## src/rtl/ddr3_init_pkg.sv

```systemverilog
// Shared types and constants for the DDR3 power-up sequencer: FSM states,
// {cs_n,ras_n,cas_n,we_n} command encodings and the mode-register issue order.
package ddr3_init_pkg;

    typedef enum logic [3:0] {
        IDLE,
        RST_HOLD,
        CKE_WAIT,
        XPR_WAIT,
        MRS_ISSUE,
        MRS_GAP,
        ZQ_ISSUE,
        ZQ_WAIT,
        DONE,
        USR_ISSUE,
        USR_GAP
    } state_t;

    localparam logic [3:0] CMD_DESEL = 4'b1111;
    localparam logic [3:0] CMD_NOP   = 4'b0111;
    localparam logic [3:0] CMD_MRS   = 4'b0000;
    localparam logic [3:0] CMD_ZQCL  = 4'b0110;

    // Element [0] is issued first: MR2, MR3, MR1, MR0.
    localparam logic [3:0][1:0] MR_ORDER = {2'd0, 2'd1, 2'd3, 2'd2};

    function automatic int max2(input int a, input int b);
        return (a > b) ? a : b;
    endfunction

    // A gap state follows a one-cycle issue state, so it lasts N-1 cycles
    // (counter load N-2) to keep command-to-command spacing at N.
    function automatic int gap_load(input int n);
        return (n >= 2) ? n - 2 : 0;
    endfunction

endpackage

```

## src/rtl/init_delay_timer.sv

```systemverilog
// Down-counter shared by all wait states; expired is high while the count is zero.
module init_delay_timer #(
    parameter int CW = 4
) (
    input  logic          clk,
    input  logic          rst,
    input  logic          load,
    input  logic [CW-1:0] load_val,
    output logic          expired
);

    logic [CW-1:0] count_reg;

    always_ff @(posedge clk or posedge rst) begin
        if (rst) begin
            count_reg <= '0;
        end else if (load) begin
            count_reg <= load_val;
        end else if (count_reg != '0) begin
            count_reg <= count_reg - 1'b1;
        end
    end

    assign expired = (count_reg == '0);

endmodule

```

## src/rtl/ddr3_init_sequencer.sv

```systemverilog
// DDR3 power-up sequencer: RESET#/CKE hold, tXPR, MR2/MR3/MR1/MR0, ZQCL, then
// hands the bus to the translator and serves runtime MRS requests.
module ddr3_init_sequencer
    import ddr3_init_pkg::*;
#(
    parameter int          T_RESET_CYC  = 8,
    parameter int          T_CKE_CYC    = 10,
    parameter int          T_XPR_CYC    = 6,
    parameter int          T_MRD_CYC    = 4,
    parameter int          T_MOD_CYC    = 12,
    parameter int          T_ZQINIT_CYC = 16,
    parameter logic [15:0] MR0_VAL      = 16'h0D70,
    parameter logic [15:0] MR1_VAL      = 16'h0001,
    parameter logic [15:0] MR2_VAL      = 16'h0000,
    parameter logic [15:0] MR3_VAL      = 16'h0000
) (
    input  logic        clk,
    input  logic        rst,
    input  logic        start,
    input  logic        mr_req,
    input  logic [1:0]  mr_sel,
    input  logic [15:0] mr_data,
    output logic        mr_ack,
    output logic        busy,
    output logic        init_done,
    output logic        sel_passthrough,
    output logic        ddr3_reset_n,
    output logic        ddr3_cke,
    output logic        ddr3_cs_n,
    output logic        ddr3_ras_n,
    output logic        ddr3_cas_n,
    output logic        ddr3_we_n,
    output logic [2:0]  ddr3_ba,
    output logic [15:0] ddr3_adr
);

    localparam int T_MAX = max2(max2(max2(T_RESET_CYC, T_CKE_CYC), max2(T_XPR_CYC, T_MRD_CYC)),
                                max2(T_MOD_CYC, T_ZQINIT_CYC));
    localparam int CW = (T_MAX > 2) ? $clog2(T_MAX) : 1;

    localparam logic [CW-1:0] LD_RESET   = CW'(T_RESET_CYC - 1);
    localparam logic [CW-1:0] LD_CKE     = CW'(T_CKE_CYC - 1);
    localparam logic [CW-1:0] LD_XPR     = CW'(T_XPR_CYC - 1);
    localparam logic [CW-1:0] LD_MRD_GAP = CW'(gap_load(T_MRD_CYC));
    localparam logic [CW-1:0] LD_MOD_GAP = CW'(gap_load(T_MOD_CYC));
    localparam logic [CW-1:0] LD_ZQ      = CW'(gap_load(T_ZQINIT_CYC));
    localparam logic [CW-1:0] LD_USR_HLD = CW'(1);
    // The user gap also holds the ack cycle, hence N-1 rather than N-2.
    localparam logic [CW-1:0] LD_USR_GAP = CW'(T_MOD_CYC - 1);

    state_t        state_reg, state_next;
    logic [1:0]    mr_idx_reg, mr_idx_next;
    logic [1:0]    usr_sel_reg, usr_sel_next;
    logic [15:0]   usr_data_reg, usr_data_next;
    logic          tmr_load;
    logic [CW-1:0] tmr_val;
    logic          tmr_expired;

    logic          reset_n_reg, reset_n_next;
    logic          cke_reg, cke_next;
    logic [3:0]    cmd_reg, cmd_next;
    logic [2:0]    ba_reg, ba_next;
    logic [15:0]   adr_reg, adr_next;
    logic          ack_reg, ack_next;
    logic          busy_reg, busy_next;
    logic          done_reg, done_next;
    logic          sel_reg, sel_next;

    function automatic logic [15:0] mr_payload(input logic [1:0] idx);
        case (idx)
            2'd0:    return MR0_VAL;
            2'd1:    return MR1_VAL;
            2'd2:    return MR2_VAL;
            default: return MR3_VAL;
        endcase
    endfunction

    init_delay_timer #(.CW(CW)) u_timer (
        .clk      (clk),
        .rst      (rst),
        .load     (tmr_load),
        .load_val (tmr_val),
        .expired  (tmr_expired)
    );

    // Outputs are decoded from the current state and registered, so the bus
    // trails the state register by one cycle.
    always_comb begin
        state_next     = state_reg;
        mr_idx_next    = mr_idx_reg;
        usr_sel_next   = usr_sel_reg;
        usr_data_next  = usr_data_reg;
        tmr_load       = 1'b0;
        tmr_val        = '0;
        reset_n_next   = 1'b1;
        cke_next       = 1'b1;
        cmd_next       = CMD_NOP;
        ba_next        = '0;
        adr_next       = '0;
        ack_next       = 1'b0;
        busy_next      = 1'b1;
        done_next      = 1'b0;
        sel_next       = 1'b0;

        case (state_reg)
            IDLE: begin
                reset_n_next = 1'b0;
                cke_next     = 1'b0;
                cmd_next     = CMD_DESEL;
                busy_next    = 1'b0;
                if (start) begin
                    state_next  = RST_HOLD;
                    tmr_load    = 1'b1;
                    tmr_val     = LD_RESET;
                    mr_idx_next = '0;
                end
            end
            RST_HOLD: begin
                reset_n_next = 1'b0;
                cke_next     = 1'b0;
                cmd_next     = CMD_DESEL;
                if (tmr_expired) begin
                    state_next = CKE_WAIT;
                    tmr_load   = 1'b1;
                    tmr_val    = LD_CKE;
                end
            end
            CKE_WAIT: begin
                cke_next = 1'b0;
                cmd_next = CMD_DESEL;
                if (tmr_expired) begin
                    state_next = XPR_WAIT;
                    tmr_load   = 1'b1;
                    tmr_val    = LD_XPR;
                end
            end
            XPR_WAIT: begin
                if (tmr_expired) state_next = MRS_ISSUE;
            end
            MRS_ISSUE: begin
                cmd_next    = CMD_MRS;
                ba_next     = {1'b0, MR_ORDER[mr_idx_reg]};
                adr_next    = mr_payload(MR_ORDER[mr_idx_reg]);
                mr_idx_next = mr_idx_reg + 2'd1;
                state_next  = MRS_GAP;
                tmr_load    = 1'b1;
                tmr_val     = (mr_idx_reg == 2'd3) ? LD_MOD_GAP : LD_MRD_GAP;
            end
            MRS_GAP: begin
                // Index wraps to zero once MR0 has gone out.
                if (tmr_expired) state_next = (mr_idx_reg == 2'd0) ? ZQ_ISSUE : MRS_ISSUE;
            end
            ZQ_ISSUE: begin
                cmd_next     = CMD_ZQCL;
                adr_next[10] = 1'b1;
                state_next   = ZQ_WAIT;
                tmr_load     = 1'b1;
                tmr_val      = LD_ZQ;
            end
            ZQ_WAIT: begin
                if (tmr_expired) state_next = DONE;
            end
            DONE: begin
                cmd_next  = CMD_DESEL;
                busy_next = 1'b0;
                done_next = 1'b1;
                sel_next  = 1'b1;
                if (start) begin
                    state_next  = RST_HOLD;
                    tmr_load    = 1'b1;
                    tmr_val     = LD_RESET;
                    mr_idx_next = '0;
                end else if (mr_req) begin
                    state_next    = USR_ISSUE;
                    tmr_load      = 1'b1;
                    tmr_val       = LD_USR_HLD;
                    usr_sel_next  = mr_sel;
                    usr_data_next = mr_data;
                end
            end
            USR_ISSUE: begin
                // First cycle only releases the bus from the translator.
                if (tmr_expired) begin
                    cmd_next   = CMD_MRS;
                    ba_next    = {1'b0, usr_sel_reg};
                    adr_next   = usr_data_reg;
                    state_next = USR_GAP;
                    tmr_load   = 1'b1;
                    tmr_val    = LD_USR_GAP;
                end
            end
            USR_GAP: begin
                if (tmr_expired) begin
                    ack_next   = 1'b1;
                    busy_next  = 1'b0;
                    done_next  = 1'b1;
                    sel_next   = 1'b1;
                    state_next = DONE;
                end
            end
            default: state_next = IDLE;
        endcase
    end

    always_ff @(posedge clk or posedge rst) begin
        if (rst) begin
            state_reg    <= IDLE;
            mr_idx_reg   <= '0;
            usr_sel_reg  <= '0;
            usr_data_reg <= '0;
            reset_n_reg  <= 1'b0;
            cke_reg      <= 1'b0;
            cmd_reg      <= CMD_DESEL;
            ba_reg       <= '0;
            adr_reg      <= '0;
            ack_reg      <= 1'b0;
            busy_reg     <= 1'b0;
            done_reg     <= 1'b0;
            sel_reg      <= 1'b0;
        end else begin
            state_reg    <= state_next;
            mr_idx_reg   <= mr_idx_next;
            usr_sel_reg  <= usr_sel_next;
            usr_data_reg <= usr_data_next;
            reset_n_reg  <= reset_n_next;
            cke_reg      <= cke_next;
            cmd_reg      <= cmd_next;
            ba_reg       <= ba_next;
            adr_reg      <= adr_next;
            ack_reg      <= ack_next;
            busy_reg     <= busy_next;
            done_reg     <= done_next;
            sel_reg      <= sel_next;
        end
    end

    assign ddr3_reset_n    = reset_n_reg;
    assign ddr3_cke        = cke_reg;
    assign ddr3_cs_n       = cmd_reg[3];
    assign ddr3_ras_n      = cmd_reg[2];
    assign ddr3_cas_n      = cmd_reg[1];
    assign ddr3_we_n       = cmd_reg[0];
    assign ddr3_ba         = ba_reg;
    assign ddr3_adr        = adr_reg;
    assign mr_ack          = ack_reg;
    assign busy            = busy_reg;
    assign init_done       = done_reg;
    assign sel_passthrough = sel_reg;

endmodule

```

## config.mk

```make
export PLATFORM = sky130hd
export DESIGN_NAME = ddr3_init_sequencer
export DESIGN_NICKNAME = d
export VERILOG_FILES = /design/src/rtl/ddr3_init_pkg.sv /design/src/rtl/init_delay_timer.sv /design/src/rtl/ddr3_init_sequencer.sv
export SDC_FILE = /design/constraint.sdc
export NUM_CORES = 1
export LEC_CHECK = 0
export CAP_MARGIN = 30
export CORE_MARGIN = 2
export CORE_UTILIZATION = 35
export CTS_BUF_LIST = sky130_fd_sc_hd__clkbuf_4
export CTS_CLUSTER_SIZE = 16
export DETAILED_ROUTE_END_ITERATION = 10
export GPL_ROUTABILITY_DRIVEN = 0
export PLACE_DENSITY = 0.65
export REMOVE_ABC_BUFFERS = 1
export SLEW_MARGIN = 15
export SYNTH_ARGS = -nofsm -noshare
export SYNTH_HDL_FRONTEND = slang
export SYNTH_SLANG_ARGS = --single-unit
```

## constraint.sdc

```tcl
create_clock -name clk -period 2.3 [get_ports clk]
set_input_delay 0.345 -clock clk [delete_from_list [all_inputs] [get_ports clk]]
set_output_delay 0.345 -clock clk [all_outputs]
set_load 0.005 [all_outputs]
```

==> metrics <==
outcome=finished, final reports clean; CTS H-tree lvls=2; I/O pin count=51; CP Cell Sequence=clkdlybuf4s50_1; final setup fails=0; dpl cell area=2860 um2; clock-pin slew on the worst setup and hold paths=140 ps; layout cell share with drive strength beyond 1=17.6%; Worst EP required=slightly below 2000 ps; met2 routed WL=2.13 mm; top cell type's share of synthesized area=a little under three fifths; clk_skew=7.92 ps; DR iter-0 viols=73; Post-synth EDFFs=0; Routed WL=4.19 mm; Max IR drop VDD=about 0.25 mV; pre-CTS setup slack=about 470 ps; final total negative setup slack=0 ps; Die Ht=85.1 um; Fin Hold WS=between 300 and 400 ps; Layout Nets=259; DRC viols=0; Wirelength per Cell=13.5 um; Sink Count=54; Initial Util=36.2%; core box area=between 6000 and 7000 um2; CTS Hold Bufs=0; initial antenna violation count=0; Num CTS Buffers=5; Post-Route M1 WL=1.79 mm; first-pass GRT wire length=~7 mm; WS Path Type=reg -> out; cell family contributing the most delay on the critical path=flip-flops; number of buffers added on ports=just under 50; TritonCTS clock tree=yes; post-layout instance area=2940 um2; WL met3=200 um; cell taking the most area after synthesis=dfrtp_1; RSZ-0062 raised after global routing=no; #FFs+latches synth=54; Post-Syn Area per Cell=12.6 um2; Max Used Layer=met4; Final Hold Viols=0; Fill cells=between 500 and 600; Detail Route Antenna Nets=0; routed vias=1,501; Async SR Flop Fraction=100%; Syn-to-layout area delta=27.6%; Max clock buf depth=2; cells after synthesis=roughly 180; row count=29; crit-path max cell delay=~550 ps; fin crit share=between 70% and 80%; CP max-delay cell=dfstp_2; top_reg_cell synth=dfrtp_1; GRT Util Overall=12.3%; clock latency on the worst-skew pair=370 ps; count leader, synth=dfrtp_1; leakage=1.38 nW; die width=85.1 um; YS warnings=0; antenna cell count=0; Fmax achieved=572 MHz; DR pass1 iterations=4; slack of the critical path=553 ps; top post-synthesis cells by count=dfrtp_1 (51), mux2_2 (20), and2_1 (11); critical path peak fanout=2; Setup Buffers After CTS=0; global route overflow=0; Cell Pwr Density=about 520 nW/um2; Final Max Slew Viols=0; buffer and inverter count on the worst path=1; Critical Path Start Type=flop; Tmin final=between 1500 and 2000 ps; vias per cell=4.84; vias in the first global route=1,440; Post-Syn Area=2300 um2; ranking of synthesized cells by area=dfrtp_1 (55%), mux2_2 (9.8%), dfstp_2 (3.4%); detailed placement HPWL=3.01 mm; Max Cap Viol=0; register area share after synthesis=roughly 59%; Die Footprint=7240 um2; Clock Tree Root=clkbuf_4; Synth cell types=42; largest net degree at the start of global routing=55; crit path DAT=1400 ps; post-cts sizing count=0; Worst setup EP type=output pin; Hold Crit Class=in -> async
==> stage by stage <==
step / power, mW / util (%) / std cells
floorplan: 0.985 / - / 174
global placement: 1.03 / 45.0 / 303
detailed placement: 1.03 / 45.0 / 303
CTS: 1.55 / 46.2 / 310
global route: 1.59 / 46.2 / 310
finish: 1.52 / 46.2 / 310
==> per-layer routing <==
metal / vias up / GRT usage [%]
met1: 727 / 16.2
li1: 729 / -
met2: 38 / 19.6
met4: 0 / 4.33
met3: 7 / 3.40
met5: - / 0
==> cell type report <==
cell class	count	area, um2	share of cell area, %
tap	77	96.3	3.28
clock buffer	5	37.5	1.28
clock inverter	2	38.8	1.32
timing repair buffer	52	526	17.9
sequential	54	1360	46.1
inverter	9	33.8	1.15
multi-input combinational	111	850	28.9
==> where the power goes <==
group          switching, mW  internal [mW]
sequential                 0          0.950
combinational         0.0274         0.0371
clock                  0.283          0.225
==> final timing paths <==
path,start,endpoint,slack (ps),cells after the start
worst max register to register,u_timer.count_reg[0],ddr3_ba[0],560,6
worst min register to register,usr_data_reg[3],ddr3_adr[3],490,1
max in group asynchronous,rst,cmd_reg[0],1700,3
worst min-delay path,rst,ddr3_adr[14],320,3
worst max-delay path,cmd_reg[2],ddr3_cas_n,550,1
min in group clk,usr_data_reg[3],ddr3_adr[3],490,1
==> cell families after synthesis <==
logic type,share of synthesized area [%]
multiplexers,9.79
other,0.163
adder cells (fa/ha/maj),2.18
AO/OA/AOI/OAI,10.8
XOR/XNOR,0.761
buffers and inverters,4.19
flip-flops,58.9
AND/OR/NAND/NOR,13.3
==> placed cells by master, fill, tap and decap left out, types with 2 or more instances in the layout <==
cell type and count:
nand3_1 4, o21ai_0 6, mux2_2 20, xnor2_1 2
ha_1 4, nand2b_1 3, inv_1 8, nor3_1 2
o22ai_1 3, dfrtp_1 51, clkdlybuf4s50_1 49, dfstp_2 3
nand2_1 7, or3_1 2, a22o_1 5, buf_4 2
a21oi_1 8, clkbuf_4 5, and2_1 11, a21o_1 5
nor2_1 9
No activity file was read; power rests on OpenSTA's default activity.
